<file path="src/rtl/ghost_mode_scheduler_if.sv">
// ghost_mode_scheduler_if: game-control inputs and ghost-mode outputs.
// Ports: tick/start/power_pellet/pacman_dead in; mode/enable/freeze/fright_ending/round_reset out.
interface ghost_mode_scheduler_if;
  logic       tick;
  logic       start;
  logic       power_pellet;
  logic       pacman_dead;
  logic [1:0] ghost_mode;
  logic [3:0] enable_ghosts;
  logic       freeze;
  logic       fright_ending;
  logic       round_reset;

  modport master (
    output tick, start, power_pellet, pacman_dead,
    input  ghost_mode, enable_ghosts, freeze,
    input  fright_ending, round_reset
  );

  modport slave (
    input  tick, start, power_pellet, pacman_dead,
    output ghost_mode, enable_ghosts, freeze,
    output fright_ending, round_reset
  );
endinterface

</file>
<file path="src/rtl/ghost_mode_scheduler.sv">
// ghost_mode_scheduler: round sequencer (ready/scatter-chase/fright/death).
// Ports: clk_50mhz, reset (async high), gms (slave: tick/start/pellet/dead -> mode outputs).
module ghost_mode_scheduler #(
  parameter int CNT_W         = 10,
  parameter int READY_TICKS   = 72,
  parameter int SCATTER_TICKS = 168,
  parameter int CHASE_TICKS   = 480,
  parameter int SC_ROUNDS     = 4,
  parameter int FRIGHT_TICKS  = 144,
  parameter int FRIGHT_WARN   = 48,
  parameter int RELEASE_GAP   = 48,
  parameter int DEATH_TICKS   = 72
) (
  input logic                   clk_50mhz,
  input logic                   reset,
  ghost_mode_scheduler_if.slave gms
);
  localparam int PH_W = $clog2(2*SC_ROUNDS+1);

  localparam logic [CNT_W-1:0] ONE    = CNT_W'(1);
  localparam logic [CNT_W-1:0] RDY_L  = CNT_W'(READY_TICKS);
  localparam logic [CNT_W-1:0] SCAT_L = CNT_W'(SCATTER_TICKS);
  localparam logic [CNT_W-1:0] CHS_L  = CNT_W'(CHASE_TICKS);
  localparam logic [CNT_W-1:0] FRT_L  = CNT_W'(FRIGHT_TICKS);
  localparam logic [CNT_W-1:0] WARN_L = CNT_W'(FRIGHT_WARN);
  localparam logic [CNT_W-1:0] GAP_L  = CNT_W'(RELEASE_GAP);
  localparam logic [CNT_W-1:0] DTH_L  = CNT_W'(DEATH_TICKS);
  localparam logic [PH_W-1:0]  LAST   = PH_W'(2*SC_ROUNDS);

  localparam logic [1:0] M_SCAT = 2'b00;
  localparam logic [1:0] M_CHS  = 2'b01;
  localparam logic [1:0] M_FRT  = 2'b10;
  localparam logic [1:0] M_FRZ  = 2'b11;

  typedef enum logic [2:0] {
    IDLE, READY, RUN, FRIGHT, DYING
  } state_t;

  state_t           state_q, state_d;
  logic [CNT_W-1:0] tmr_q, tmr_d;
  logic [CNT_W-1:0] phc_q, phc_d;
  logic [CNT_W-1:0] rel_q, rel_d;
  logic [PH_W-1:0]  ph_q, ph_d;
  logic [3:0]       en_q, en_d;
  logic [1:0]       mode_q, mode_d;
  logic             frz_q, frz_d;
  logic             fe_q, fe_d;
  logic             rr_q, rr_d;

  logic [CNT_W-1:0] tmr_dec, phc_dec, rel_dec;
  logic [PH_W-1:0]  ph_inc;

  // Odd phases chase; the final phase is permanent chase.
  function automatic logic [1:0] mode_of(input logic [PH_W-1:0] p);
    return (p[0] || p == LAST) ? M_CHS : M_SCAT;
  endfunction

  assign tmr_dec = tmr_q - ONE;
  assign phc_dec = phc_q - ONE;
  assign rel_dec = rel_q - ONE;
  assign ph_inc  = ph_q + PH_W'(1);

  always_comb begin
    state_d = state_q;
    tmr_d   = tmr_q;
    phc_d   = phc_q;
    rel_d   = rel_q;
    ph_d    = ph_q;
    en_d    = en_q;
    mode_d  = mode_q;
    frz_d   = frz_q;
    fe_d    = fe_q;
    rr_d    = 1'b0;
    unique case (state_q)
      IDLE: begin
        if (gms.start) begin
          state_d = READY;
          tmr_d   = RDY_L;
        end
      end
      READY: begin
        if (gms.tick) begin
          if (tmr_q == ONE) begin
            state_d = RUN;
            ph_d    = '0;
            phc_d   = SCAT_L;
            en_d    = 4'b0001;
            rel_d   = GAP_L;
            mode_d  = M_SCAT;
            frz_d   = 1'b0;
          end else begin
            tmr_d = tmr_dec;
          end
        end
      end
      RUN, FRIGHT: begin
        // Events win over a coincident tick; death wins over pellet.
        if (gms.pacman_dead) begin
          state_d = DYING;
          tmr_d   = DTH_L;
          mode_d  = M_FRZ;
          frz_d   = 1'b1;
          fe_d    = 1'b0;
        end else if (gms.power_pellet) begin
          state_d = FRIGHT;
          tmr_d   = FRT_L;
          mode_d  = M_FRT;
          fe_d    = (FRT_L <= WARN_L);
        end else if (gms.tick) begin
          if (en_q != 4'b1111) begin
            if (rel_q == ONE) begin
              en_d  = {en_q[2:0], 1'b1};
              rel_d = GAP_L;
            end else begin
              rel_d = rel_dec;
            end
          end
          // Phase timer is frozen while frightened.
          if (state_q == FRIGHT) begin
            if (tmr_q == ONE) begin
              state_d = RUN;
              mode_d  = mode_of(ph_q);
              fe_d    = 1'b0;
            end else begin
              tmr_d = tmr_dec;
              fe_d  = (tmr_dec <= WARN_L);
            end
          end else if (ph_q != LAST) begin
            if (phc_q == ONE) begin
              ph_d   = ph_inc;
              phc_d  = ph_inc[0] ? CHS_L : SCAT_L;
              mode_d = mode_of(ph_inc);
            end else begin
              phc_d = phc_dec;
            end
          end
        end
      end
      DYING: begin
        if (gms.tick) begin
          if (tmr_q == ONE) begin
            state_d = READY;
            tmr_d   = RDY_L;
            rr_d    = 1'b1;
            en_d    = 4'b0000;
            ph_d    = '0;
          end else begin
            tmr_d = tmr_dec;
          end
        end
      end
      default: state_d = IDLE;
    endcase
  end

  always_ff @(posedge clk_50mhz or posedge reset) begin
    if (reset) begin
      state_q <= IDLE;
      tmr_q   <= '0;
      phc_q   <= '0;
      rel_q   <= '0;
      ph_q    <= '0;
      en_q    <= 4'b0000;
      mode_q  <= M_FRZ;
      frz_q   <= 1'b1;
      fe_q    <= 1'b0;
      rr_q    <= 1'b0;
    end else begin
      state_q <= state_d;
      tmr_q   <= tmr_d;
      phc_q   <= phc_d;
      rel_q   <= rel_d;
      ph_q    <= ph_d;
      en_q    <= en_d;
      mode_q  <= mode_d;
      frz_q   <= frz_d;
      fe_q    <= fe_d;
      rr_q    <= rr_d;
    end
  end

  assign gms.ghost_mode    = mode_q;
  assign gms.enable_ghosts = en_q;
  assign gms.freeze        = frz_q;
  assign gms.fright_ending = fe_q;
  assign gms.round_reset   = rr_q;
endmodule

</file>
<file path="src/flat_wrapper.sv">
// flat-port wrapper written by rule: the top's interface ports become plain ports
module ghost_mode_scheduler_flat 
#(
  parameter int CNT_W         = 10,
  parameter int READY_TICKS   = 72,
  parameter int SCATTER_TICKS = 168,
  parameter int CHASE_TICKS   = 480,
  parameter int SC_ROUNDS     = 4,
  parameter int FRIGHT_TICKS  = 144,
  parameter int FRIGHT_WARN   = 48,
  parameter int RELEASE_GAP   = 48,
  parameter int DEATH_TICKS   = 72
)
  (clk_50mhz, reset, gms_tick, gms_start, gms_power_pellet, gms_pacman_dead, gms_ghost_mode, gms_enable_ghosts, gms_freeze, gms_fright_ending, gms_round_reset);
  ghost_mode_scheduler_if gms_i ();
  input logic clk_50mhz;
  input logic reset;
  input wire logic [$bits(gms_i.tick)-1:0] gms_tick;
  input wire logic [$bits(gms_i.start)-1:0] gms_start;
  input wire logic [$bits(gms_i.power_pellet)-1:0] gms_power_pellet;
  input wire logic [$bits(gms_i.pacman_dead)-1:0] gms_pacman_dead;
  output wire logic [$bits(gms_i.ghost_mode)-1:0] gms_ghost_mode;
  output wire logic [$bits(gms_i.enable_ghosts)-1:0] gms_enable_ghosts;
  output wire logic [$bits(gms_i.freeze)-1:0] gms_freeze;
  output wire logic [$bits(gms_i.fright_ending)-1:0] gms_fright_ending;
  output wire logic [$bits(gms_i.round_reset)-1:0] gms_round_reset;
  assign gms_i.tick = gms_tick;
  assign gms_i.start = gms_start;
  assign gms_i.power_pellet = gms_power_pellet;
  assign gms_i.pacman_dead = gms_pacman_dead;
  assign gms_ghost_mode = gms_i.ghost_mode;
  assign gms_enable_ghosts = gms_i.enable_ghosts;
  assign gms_freeze = gms_i.freeze;
  assign gms_fright_ending = gms_i.fright_ending;
  assign gms_round_reset = gms_i.round_reset;
  ghost_mode_scheduler #(.CNT_W(CNT_W), .READY_TICKS(READY_TICKS), .SCATTER_TICKS(SCATTER_TICKS), .CHASE_TICKS(CHASE_TICKS), .SC_ROUNDS(SC_ROUNDS), .FRIGHT_TICKS(FRIGHT_TICKS), .FRIGHT_WARN(FRIGHT_WARN), .RELEASE_GAP(RELEASE_GAP), .DEATH_TICKS(DEATH_TICKS)) u_core (.clk_50mhz(clk_50mhz), .reset(reset), .gms(gms_i));
endmodule
</file>
<file path="config.mk">
export PLATFORM = sky130hd
export DESIGN_NAME = ghost_mode_scheduler_flat
export DESIGN_NICKNAME = d
export VERILOG_FILES = /design/src/rtl/ghost_mode_scheduler_if.sv /design/src/rtl/ghost_mode_scheduler.sv /design/src/flat_wrapper.sv
export SDC_FILE = /design/constraint.sdc
export NUM_CORES = 1
export LEC_CHECK = 0
export BUFFER_PORTS_ARGS = -buffer_cell sky130_fd_sc_hd__buf_2
export CORE_UTILIZATION = 56
export DETAILED_ROUTE_END_ITERATION = 12
export MAX_ROUTING_LAYER = met4
export PLACE_DENSITY_LB_ADDON = 0.3
export SLEW_MARGIN = 20
export SYNTH_ARGS = -nofsm -noshare
export SYNTH_HDL_FRONTEND = slang
export SYNTH_SLANG_ARGS = --single-unit
</file>
<file path="constraint.sdc">
create_clock -name clk_50mhz -period 2.44 [get_ports clk_50mhz]
set_clock_uncertainty 0.2 [all_clocks]
set_input_delay 0.244 -clock clk_50mhz [delete_from_list [all_inputs] [get_ports clk_50mhz]]
set_output_delay 0.244 -clock clk_50mhz [all_outputs]
set_load 0.05 [all_outputs]
</file>
* After elaboration in Yosys (flattened, before gate mapping)
Cells that the tools add are included.
** Operators by class
- $lt $le $gt $ge :: 1
- Equality and inequality tests :: 32
- Add/sub/neg operators :: 4
- Reduce and logical (&&, ||, !) cells :: 20
- Multiplexer cells :: 79
** Operators with widths (count)
- 2-to-1 mux 10 bit :: 24
- 2-to-1 mux 4 bit :: 15
- case mux 10 bit (2 select lines) :: 2
- case mux 10 bit (4 select lines) :: 1
- equality test 10 x 1 -> 1 bit, second input constant :: 3
- subtractor 10 x 1 -> 10 bit, second input constant :: 3
- 2-to-1 mux 3 bit :: 9
- 2-to-1 mux 2 bit :: 9
- != test 2 x 1 -> 1 bit, second input constant :: 8
- != test 2 bit, second input constant :: 8
- AND reduction 7 bit :: 2
- 2-to-1 mux 1 bit :: 13
- != test 4 bit, second input constant :: 3
- case mux 3 bit (4 select lines) :: 1
- case mux 4 bit (3 select lines) :: 1
- AND reduction 6 bit :: 2
- <= comparator 10 x 6 -> 1 bit, second input constant :: 1
- != test 5 x 3 -> 1 bit, second input constant :: 2
- AND reduction 10 bit :: 1
- 2-to-1 mux 9 bit :: 1
- AND reduction 9 bit :: 1
- nonzero test 3 bit :: 3
- equality test 4 bit, second input constant :: 2
- case mux 4 bit (2 select lines) :: 1
- other kinds (16) :: 20
** Storage, ports and cells
- Word-level logic and storage cells :: 146
- Register bits :: 46
- Output and inout bits :: 9
- Bits of input ports :: 6

* Depth between registers and ports, before layout
Gate-level depths: netlist of run 1.
- Depth in word-level cells :: 11
- Gate-level depth with buffers :: 12
- Gate-level depth less buffers :: 10

* Worst setup path before layout of run 1
Ideal clock, no wire load.
- Path type :: register -> register
- From :: register u_core.tmr_q[4]
- To :: register u_core.phc_q[3]
- Path buffers :: 2
- Stages on the path, launching flop included :: 9
- Slack :: 0.085 ns
- Clock period less this slack :: 2.355 ns
- Setup time :: 0.121 ns
- Arrival :: 2.034 ns
- Data required time :: 2.119 ns
- Cells stage by stage :: dfrtp_1 buf_2 nor4_2 and3_1 buf_6 inv_4 o41a_1 or4_1 a22o_1
** Between the ends
- Cells in the longest elaborated chain, start to end :: 3
** Ends and longest elaborated chain
- from (decl) :: line ghost_mode_scheduler.sv:40 : logic [CNT_W-1:0] tmr_q, tmr_d;
- from (signal assigned) :: line ghost_mode_scheduler.sv:170 : tmr_q <= tmr_d;
- equality test 10 x 1 -> 1 bit :: line ghost_mode_scheduler.sv:83 : if (tmr_q == ONE) begin
- != test 2 x 1 -> 1 bit (no line)
- AND reduction 8 bit (no line)
- to (signal assigned) :: line ghost_mode_scheduler.sv:171 : phc_q <= phc_d;
- to (decl) :: line ghost_mode_scheduler.sv:41 : logic [CNT_W-1:0] phc_q, phc_d;
No other way between the ends.
A chain may end at the register's enable or synchronous reset.

* Final worst setup path of run 1
- From :: register u_core.tmr_q[6]
- To :: register u_core.phc_q[3]
Same word-level chain as after synthesis.

==> results of run 1 <==
==> per-layer routing <==
metal	share of wire	routed length [um]
met5	0	0
met4	0.015	113
met1	0.44	3270
met2	0.47	3520
met3	0.077	575
==> power groups by stage <==
stage / clock network, mW / registers [mW] / logic (mW)
2_1_floorplan: 0 / 1.29 / 1.12
3_3_place_gp: 0 / 1.22 / 1.70
3_5_place_dp: 0 / 1.23 / 1.74
4_1_cts: 0.690 / 1.22 / 1.75
5_1_grt: 0.726 / 1.28 / 2.03
6_report: 0.684 / 1.23 / 1.85
==> synthesized netlist by cell type, drive strengths merged, types with 3 or more instances <==
library cell  count  area share
a211oi            3      0.0075
a21o              3      0.0075
a21oi            23       0.038
a22o             13       0.038
a31oi             8       0.017
and3              5       0.010
buf               9       0.016
clkbuf           10       0.012
dfrtp            43        0.36
dfstp             3       0.026
ha                9       0.037
inv              21       0.027
nand2            26       0.032
nand2b            5       0.010
nand3            10       0.018
nand4             7       0.015
nor2             32       0.040
nor2b             7       0.015
nor3             14       0.023
nor3b             4       0.010
nor4              8       0.021
o21ai            33       0.055
o2bb2ai           3      0.0087
o31ai             7       0.017
o32ai             3      0.0087
o41ai             3       0.017
or2               3      0.0062
or3               3      0.0062
or4               3      0.0075
==> worst register-to-register path: stages (launching register included) <==
cell,delay [ps]
dfrtp_2,460
nor4_4,320
and3_4,250
inv_4,60
o41a_1,380
or4_1,400
a22o_1,180
==> logic make-up (layout without fill, tap and decap cells) <==
family                     count (synthesis)  after routing  share of synthesized area
adders and majority gates                  9              9                     0.0374
muxes                                      4              4                     0.0141
xor gates and xnor gates                   1              1                    0.00291
and+or+nand+nor                          132            132                      0.228
DFF                                       46             46                      0.384
AOI/OAI and AO/OA                        120            120                      0.278
buffers and inverters                     40             80                     0.0553
==> cell usage in the layout (no fill, tap or decap), drive strengths merged, types with 4 or more instances in the layout <==
cell type	netlist	final
a31oi	8	8
nor2	32	32
nor2b	7	7
nor3b	4	4
nand2b	5	5
ha	9	9
nor4	8	8
nor3	14	14
o21ai	33	33
inv	21	21
and3	5	5
o31ai	7	7
a22o	13	13
nand2	26	26
nand3	10	10
clkbuf	10	5
nand4	7	7
buf	9	50
dfrtp	43	43
a21oi	23	23
==> through the flow <==
stage / cells / util / setup TNS, ps
final: 462 / 0.686 / 0
after global routing: 462 / 0.686 / -58.1
after CTS: 459 / 0.677 / -3.85
after detailed placement: 450 / 0.648 / -61.3
after global placement: 450 / 0.648 / 0
after floorplan: 352 / - / 0
==> sequential cells by signal (all words and copies together) (netlist names) <==
register	cells
u_core.gms.enable_ghosts	4
u_core.gms.freeze	1
u_core.gms.fright_ending	1
u_core.gms.ghost_mode	2
u_core.gms.round_reset	1
u_core.ph_q	4
u_core.phc_q	10
u_core.rel_q	10
u_core.state_q	3
u_core.tmr_q	10
==> cell type report <==
| cell class | count | share of cell area |
|---|---|---|
| multi-input combinational | 266 | 0.485 |
| sequential | 46 | 0.328 |
| timing repair buffer | 51 | 0.0993 |
| tap | 70 | 0.0248 |
| inverter | 21 | 0.0230 |
| clock buffer | 5 | 0.0195 |
| clock inverter | 3 | 0.0195 |
==> repair_timing <==
item	4_1_cts	5_1_grt
hold endpoints to repair	18	0
setup buffers	0	3
hold buffers	1	0
pin swaps	0	1
endpoints found under the setup margin	5	19
resized for setup	1	9
==> how the worst min path moves through the flow <==
stage	start	to	slack, ps
finish	gms_pacman_dead	u_core.state_q[2]$_DFFE_PP0P_	60
global route	gms_pacman_dead	u_core.state_q[2]$_DFFE_PP0P_	70
CTS	gms_pacman_dead	u_core.state_q[2]$_DFFE_PP0P_	60
detailed placement	reset	u_core.phc_q[5]$_DFFE_PP0P_	90
global placement	reset	u_core.phc_q[5]$_DFFE_PP0P_	80
floorplan	gms_pacman_dead	u_core.state_q[2]$_DFFE_PP0P_	180
==> metrics, run 1 <==
layout cells sized above 1 0.214; cells on worst reg2reg path 6; pre-CTS setup slack -23.3 ps; number of global-route vias before repair 2603; EDFF count, synth 0; Final Wtd Congestion 0.975; Worst R2R Start u_core.tmr_q[6]$_DFFE_PP0P_; Tcrit/Tclk final 0.962; CP arrival 2350 ps; Area after DPL 3330 sq um; FP Rows 26; Setup crit end u_core.phc_q[3]$_DFFE_PP0P_; Fin Hold WS 59.8 ps; distinct cell type count after synthesis 60; initial core utilization 0.585; status finished clean; Leak Pwr 1.55 nW; Clock Path Buffers 2; Slew headroom 0.638; first-pass GRT wire length 12.2 mm; Post-synth top flop dfrtp_1; GR peak layer met2; Hold Crit Class primary input to flop; Cells after Synth 352; r2r setup slk 90 ps; delay-heaviest family, CP simple AND/OR/NAND/NOR gates; met2 Use GR 0.447; Total GRT Usage 0.291; Detailed Route WL 7.49 mm; FF+latch count, synth 46; Period minus WS final 2350 ps; CP Launch Point u_core.tmr_q[6]$_DFFE_PP0P_; DRT iter0 DRCs 280; Yosys warnings 0; ys async rst share 1.00; slew at the pin with the worst max-slew slack 541 ps; area grow syn2layout 17.3%; # H-tree levels 2; Worst Setup End Kind flop; number of diodes 0; Die Y 75.3 um; Levels on crit path 6; clock network power share 0.182; grt met3 use 0.0516; critical path type flop to flop; syn_area_per_cell 8.55 sq um; fill count 417; final setup fails 0; initial antenna violation count 0; via count 2906; Pins Over Slew Limit 0; hpwl dp 5.50 mm; met1 usage 0.401; Wirelength per Cell 16.2 um; f_max 426 MHz; total gr overflow 0; Worst VDD drop 0.000612 V; Worst-Skew Late Latency 310 ps; Root Buffer clkbuf_8; sequential fraction of the synthesis area 0.384; crit-path max FO 9; Reg power frac 0.328; Max-Cap Viols 0; Num CTS Buffers 5; Pwr Total 3.76 mW; area occupied by multi-input gates 1710 sq um; required time of the critical path 2450 ps; clock slew at reported path FFs 90 ps; Register Area 1160 sq um; area of the die 5670 sq um; Port Buffers 14; drt via density 6.29; design area 3530 sq um; Nets 406; pin count of the biggest net entering global routing 24; R2R Path End u_core.phc_q[3]$_DFFE_PP0P_; Buf/Inv on CP 1; Clock Sinks 46; crit-path max cell delay 460 ps; Post-DRT Antenna Nets 0; Hold Fails Final Rpt 0; Switching Share 0.425; CP startpoint kind flop; CTS tree done; Residual DRC 0; Post-Syn Area 3010 sq um; CP max stage cell dfrtp_2; Psw 1.60 mW; Comb power frac 0.490; Top Ports 15; Die Wd 75.3 um; final setup margin 92.7 ps; P per Cell Area 1070 nW/um^2; Synth Net Count 367; Internal Power 2.16 mW; hold path cells 2; crit path cell chain nor4_4 > and3_4 > inv_4 > o41a_1 > or4_1 > a22o_1; DRT Pass-1 Iters 5; core area 5140 sq um
No activity file was read; power rests on OpenSTA's default activity.
==> inputs of run 2 (changes only) <==
BUFFER_PORTS_ARGS = -buffer_cell sky130_fd_sc_hd__buf_4   (was -buffer_cell sky130_fd_sc_hd__buf_2)
==> run 2 against run 1 <==
Final cell count is 0.87% lower. Hold slack worse by 32 ps. Sequential share of layout area is 0.21 points higher. Largest cell class unchanged. Die area stayed put. Via count stayed put. First-iteration DRC count is 35% higher. Clock-buffer cell count stayed put. Largest power group unchanged. Cell area is 0.96% lower. Highest routed layer unchanged. Power is 4.7% lower.
==> metrics, run 2 (synthesized netlist as in run 1, its figures left out) <==
status finished clean; area of the die 5670 sq um; Worst VDD drop 0.000827 V; Final Wtd Congestion 0.982; f_max 419 MHz; Max-Cap Viols 0; cells on worst reg2reg path 6; design area 3490 sq um; Area after DPL 3360 sq um; Regs by FF count u_core.phc_q: 10 flops, u_core.rel_q: 10 flops, u_core.tmr_q: 10 flops; commonest non-fill, non-tap cell in the layout buf_4; # H-tree levels 2; Nets 402; via count 2906; area grow syn2layout 16.2%; Top Ports 15; initial antenna violation count 0; DRT Pass-1 Iters 6; commonest non-fill, non-tap cells in the layout buf_4 (46), dfrtp_1 (43), o21ai_0 (33), nor2_1 (31), nand2_1 (26); Root Buffer clkbuf_8; Layout Utilization 0.680; DRT iter0 DRCs 379; CTS tree done; hpwl dp 5.31 mm; Pins Over Slew Limit 0; layout cells sized above 1 0.196; Register Area 1150 sq um; number of diodes 0; Hold Crit Class primary input to flop; Residual DRC 0; crit-path max FO 7; number of global-route vias before repair 2574; pin count of the biggest net entering global routing 25; initial core utilization 0.585; Worst-Skew Late Latency 310 ps; Hold Path End u_core.state_q[2]$_DFFE_PP0P_; Hold Fails Final Rpt 0; CP arrival 2390 ps; final setup fails 0; critical path type flop to flop; Post-DRT Antenna Nets 0; hold path cells 2; P per Cell Area 1030 nW/um^2; slew at the pin with the worst max-slew slack 512 ps; Port Buffers 14; Detailed Route WL 7.14 mm; area occupied by multi-input gates 1700 sq um; Clock Sinks 46; Period minus WS final 2390 ps; first-pass GRT wire length 12.1 mm; total gr overflow 0; Worst R2R Start u_core.tmr_q[5]$_DFFE_PP0P_; hold_sp gms_pacman_dead; drt via density 6.34; Die Y 75.3 um; required time of the critical path 2450 ps; Tcrit/Tclk final 0.978; Num CTS Buffers 5; Clock Path Buffers 2; Worst Setup End Kind flop; CP startpoint kind flop; unrepaired setup endpoints after global routing no; fill count 412; core area 5140 sq um; clock slew at reported path FFs 90 ps; FP Rows 26; r2r setup slk 50 ps; Leak Pwr 1.53 nW; Total GRT Usage 0.289; Die Wd 75.3 um; R2R Path End u_core.phc_q[3]$_DFFE_PP0P_; Slew headroom 0.658; Final TNS setup 0 ps; Wirelength per Cell 15.6 um
[run 2: layer usage]
layer / part of all wire / wire length [um] / GRT usage
met1: 0.47 / 3360 / 0.405
met4: 0.015 / 108 / 0.115
met2: 0.46 / 3270 / 0.422
met3: 0.057 / 409 / 0.0463
met5: 0 / 0 / -
[run 2: worst max-delay path by stage]
stage	start	endpoint	slack, ps	depth (start not counted)
6_report	u_core.tmr_q[5]$_DFFE_PP0P_	u_core.phc_q[3]$_DFFE_PP0P_	50	6
3_3_place_gp	u_core.tmr_q[5]$_DFFE_PP0P_	u_core.phc_q[4]$_DFFE_PP0P_	90	7
2_1_floorplan	u_core.tmr_q[4]$_DFFE_PP0P_	u_core.phc_q[3]$_DFFE_PP0P_	90	8
4_1_cts	u_core.tmr_q[5]$_DFFE_PP0P_	u_core.phc_q[3]$_DFFE_PP0P_	30	6
5_1_grt	u_core.tmr_q[5]$_DFFE_PP0P_	u_core.phc_q[3]$_DFFE_PP0P_	1	6
3_5_place_dp	u_core.tmr_q[5]$_DFFE_PP0P_	u_core.phc_q[3]$_DFFE_PP0P_	40	6
[run 2: area by class of cell]
type	count	share of cell area
inverters	21	0.0233
clock inverters	3	0.0125
well taps	70	0.0251
flip-flops and latches	46	0.330
repair buffers	47	0.102
multi-input cells	266	0.487
clock buffers	5	0.0197
[run 2: metrics by stage]
stage / power, mW / cells / hold slack, ps / setup WS [ps]
finish: 3.59 / 458 / 27.3 / 53.3
global placement: 2.94 / 449 / 92.4 / 92.5
global route: 3.86 / 458 / 25.6 / 1.18
detailed placement: 2.97 / 449 / 99.7 / 37.4
CTS: 3.57 / 458 / 15.1 / 33.2
floorplan: 2.42 / 352 / 184 / 85.0
[run 2: what timing repair did]
item                       CTS  global route
setup endpoints to repair    0             7
hold endpoints to repair    19             0
buffers inserted             0             0
hold buffers                 1             0
resized for setup            0             4
[run 2: worst max-delay path, cell delays in order, from the launching register on]
cell     delay (ps)
dfrtp_1         420
nor4_2          360
and3_4          260
inv_4            60
o41a_1          380
or4_1           410
a22o_1          200
[run 2: power by group]
group / internal, mW / leakage [nW] / switching, mW
clock network: 0.307 / 0.0585 / 0.280
registers: 0.980 / 0.596 / 0.242
logic: 0.748 / 0.876 / 1.03
total: 2.04 / 1.53 / 1.55
==> inputs of run 3 (changes only) <==
CORE_UTILIZATION = 61   (was 56)
MAX_ROUTING_LAYER = not set   (was met4)
clock period = 2.5 ns   (was 2.44 ns; I/O delays follow)
==> run 3 against run 2 <==
Core utilization is 5.7 points higher. Register-to-register slack gained 70 ps. Largest power group unchanged. Final cell count fell by 0.44%. Critical path type unchanged. Clock-buffer cell count stayed put. Sequential power is essentially flat. Wire length is 3.9% higher. Hold slack improved by 2.3 ps. Via count is 0.38% lower. Critical endpoint is now u_core.phc_q[2]$_DFFE_PP0P_. Largest cell class unchanged. Cell area fell by 0.47%. Die area shrank 8.0%. Power fell by 3.7%.
==> metrics, run 3 (synthesized netlist as in run 1, its figures left out) <==
status finished clean; Final TNS setup 0 ps; Area after DPL 3360 sq um; # H-tree levels 2; CTS tree done; Max-Cap Viols 0; fill count 392; Top Ports 15; Nets 403; Residual DRC 0; Detailed Route WL 7.42 mm; Period minus WS final 2380 ps; Post-Place Cells 447; Post-DRT Antenna Nets 0; Regs by FF count u_core.phc_q: 10 flops, u_core.rel_q: 10 flops, u_core.tmr_q: 10 flops; Leak Pwr 1.52 nW; final cell count without fillers 456; Total GRT Usage 0.306; Die Wd 72.2 um; commonest non-fill, non-tap cells in the layout buf_4 (47), dfrtp_1 (42), o21ai_0 (33), nor2_1 (32), nand2_1 (26); Layout Utilization 0.736; unrepaired setup endpoints after global routing no; number of diodes 0; total gr overflow 0; Worst Setup End Kind flop; CP arrival 2380 ps; initial core utilization 0.637; final setup margin 125 ps; via count 2895; Root Buffer clkbuf_8; area grow syn2layout 15.6%; final setup fails 0; layout cells sized above 1 0.193; hpwl dp 5.44 mm; required time of the critical path 2510 ps; Clock Path Buffers 2; Hold Crit Class primary input to flop; Worst VDD drop 0.000667 V; Clock Sinks 46; Slew headroom 0.609; CP startpoint kind flop; Port Buffers 14; design area 3480 sq um; DRT iter0 DRCs 315; Worst-Skew Late Latency 310 ps; Pins Over Slew Limit 0; Fin Hold WS 29.6 ps; initial antenna violation count 0; Pwr Total 3.45 mW; first-pass GRT wire length 12.4 mm; Wirelength per Cell 16.3 um; core area 4720 sq um; crit-path max FO 12; area of the die 5220 sq um; commonest non-fill, non-tap cell in the layout buf_4; FP Rows 25; slew at the pin with the worst max-slew slack 586 ps; Hold Fails Final Rpt 0; P per Cell Area 993 nW/um^2; drt via density 6.35; pin count of the biggest net entering global routing 47; Tcrit/Tclk final 0.950; f_max 421 MHz; Final Wtd Congestion 0.994; DRT Pass-1 Iters 5; pre-CTS setup slack 81.6 ps; critical path type flop to flop; number of global-route vias before repair 2640; clock slew at reported path FFs 100 ps; Die Y 72.2 um; Num CTS Buffers 5
[run 3: timing repair]
action,4_1_cts,5_1_grt
resized for setup,0,3
endpoints found under the hold margin,43,0
hold buffers,1,0
buffers inserted,0,0
endpoints found under the setup margin,0,5
[run 3: area by class of cell]
class                   instances  area, sq um  area share
inverters                      21         81.3      0.0234
flip-flops and latches         46         1160       0.332
well taps                      67         83.8      0.0241
clock inverters                 3         25.0     0.00719
multi-input cells             266         1700       0.489
repair buffers                 48          363       0.104
clock buffers                   5         68.8      0.0198
[run 3: power by group]
group	total [mW]	switching [mW]	internal [mW]	leakage, nW
clock network	0.477	0.275	0.202	0.0447
registers	1.20	0.247	0.957	0.594
logic	1.77	1.02	0.749	0.884
total	3.45	1.54	1.91	1.52
[run 3: path summary, 6_finish.rpt]
kind,cells after the start,slack (ps),from,to
max in group asynchronous,4,1230,reset,u_core.state_q[2]$_DFFE_PP0P_
max,8,120,u_core.tmr_q[5]$_DFFE_PP0P_,u_core.phc_q[2]$_DFFE_PP0P_
min,2,30,gms_pacman_dead,u_core.state_q[2]$_DFFE_PP0P_
min reg2reg,1,290,u_core.rel_q[9]$_DFFE_PP0P_,u_core.rel_q[9]$_DFFE_PP0P_
max reg2reg,8,120,u_core.tmr_q[5]$_DFFE_PP0P_,u_core.phc_q[2]$_DFFE_PP0P_
min in group asynchronous,4,450,reset,u_core.phc_q[2]$_DFFE_PP0P_
[run 3: worst max-delay path, stage by stage, from the launching register on]
cell     delay (ps)
dfrtp_1         430
nor4_4          330
and3_4          240
inv_4            60
buf_4           160
o41ai_2         290
buf_4           230
o21ai_0         100
a22o_1          240
[run 3: layer usage]
layer  vias to the layer above  track usage  wire length, um
met4                         0       0.0959               71
met3                         6       0.0653              559
li1                       1388            -                -
met2                       115        0.472             3460
met1                      1386        0.432             3330
met5                         -            0                0
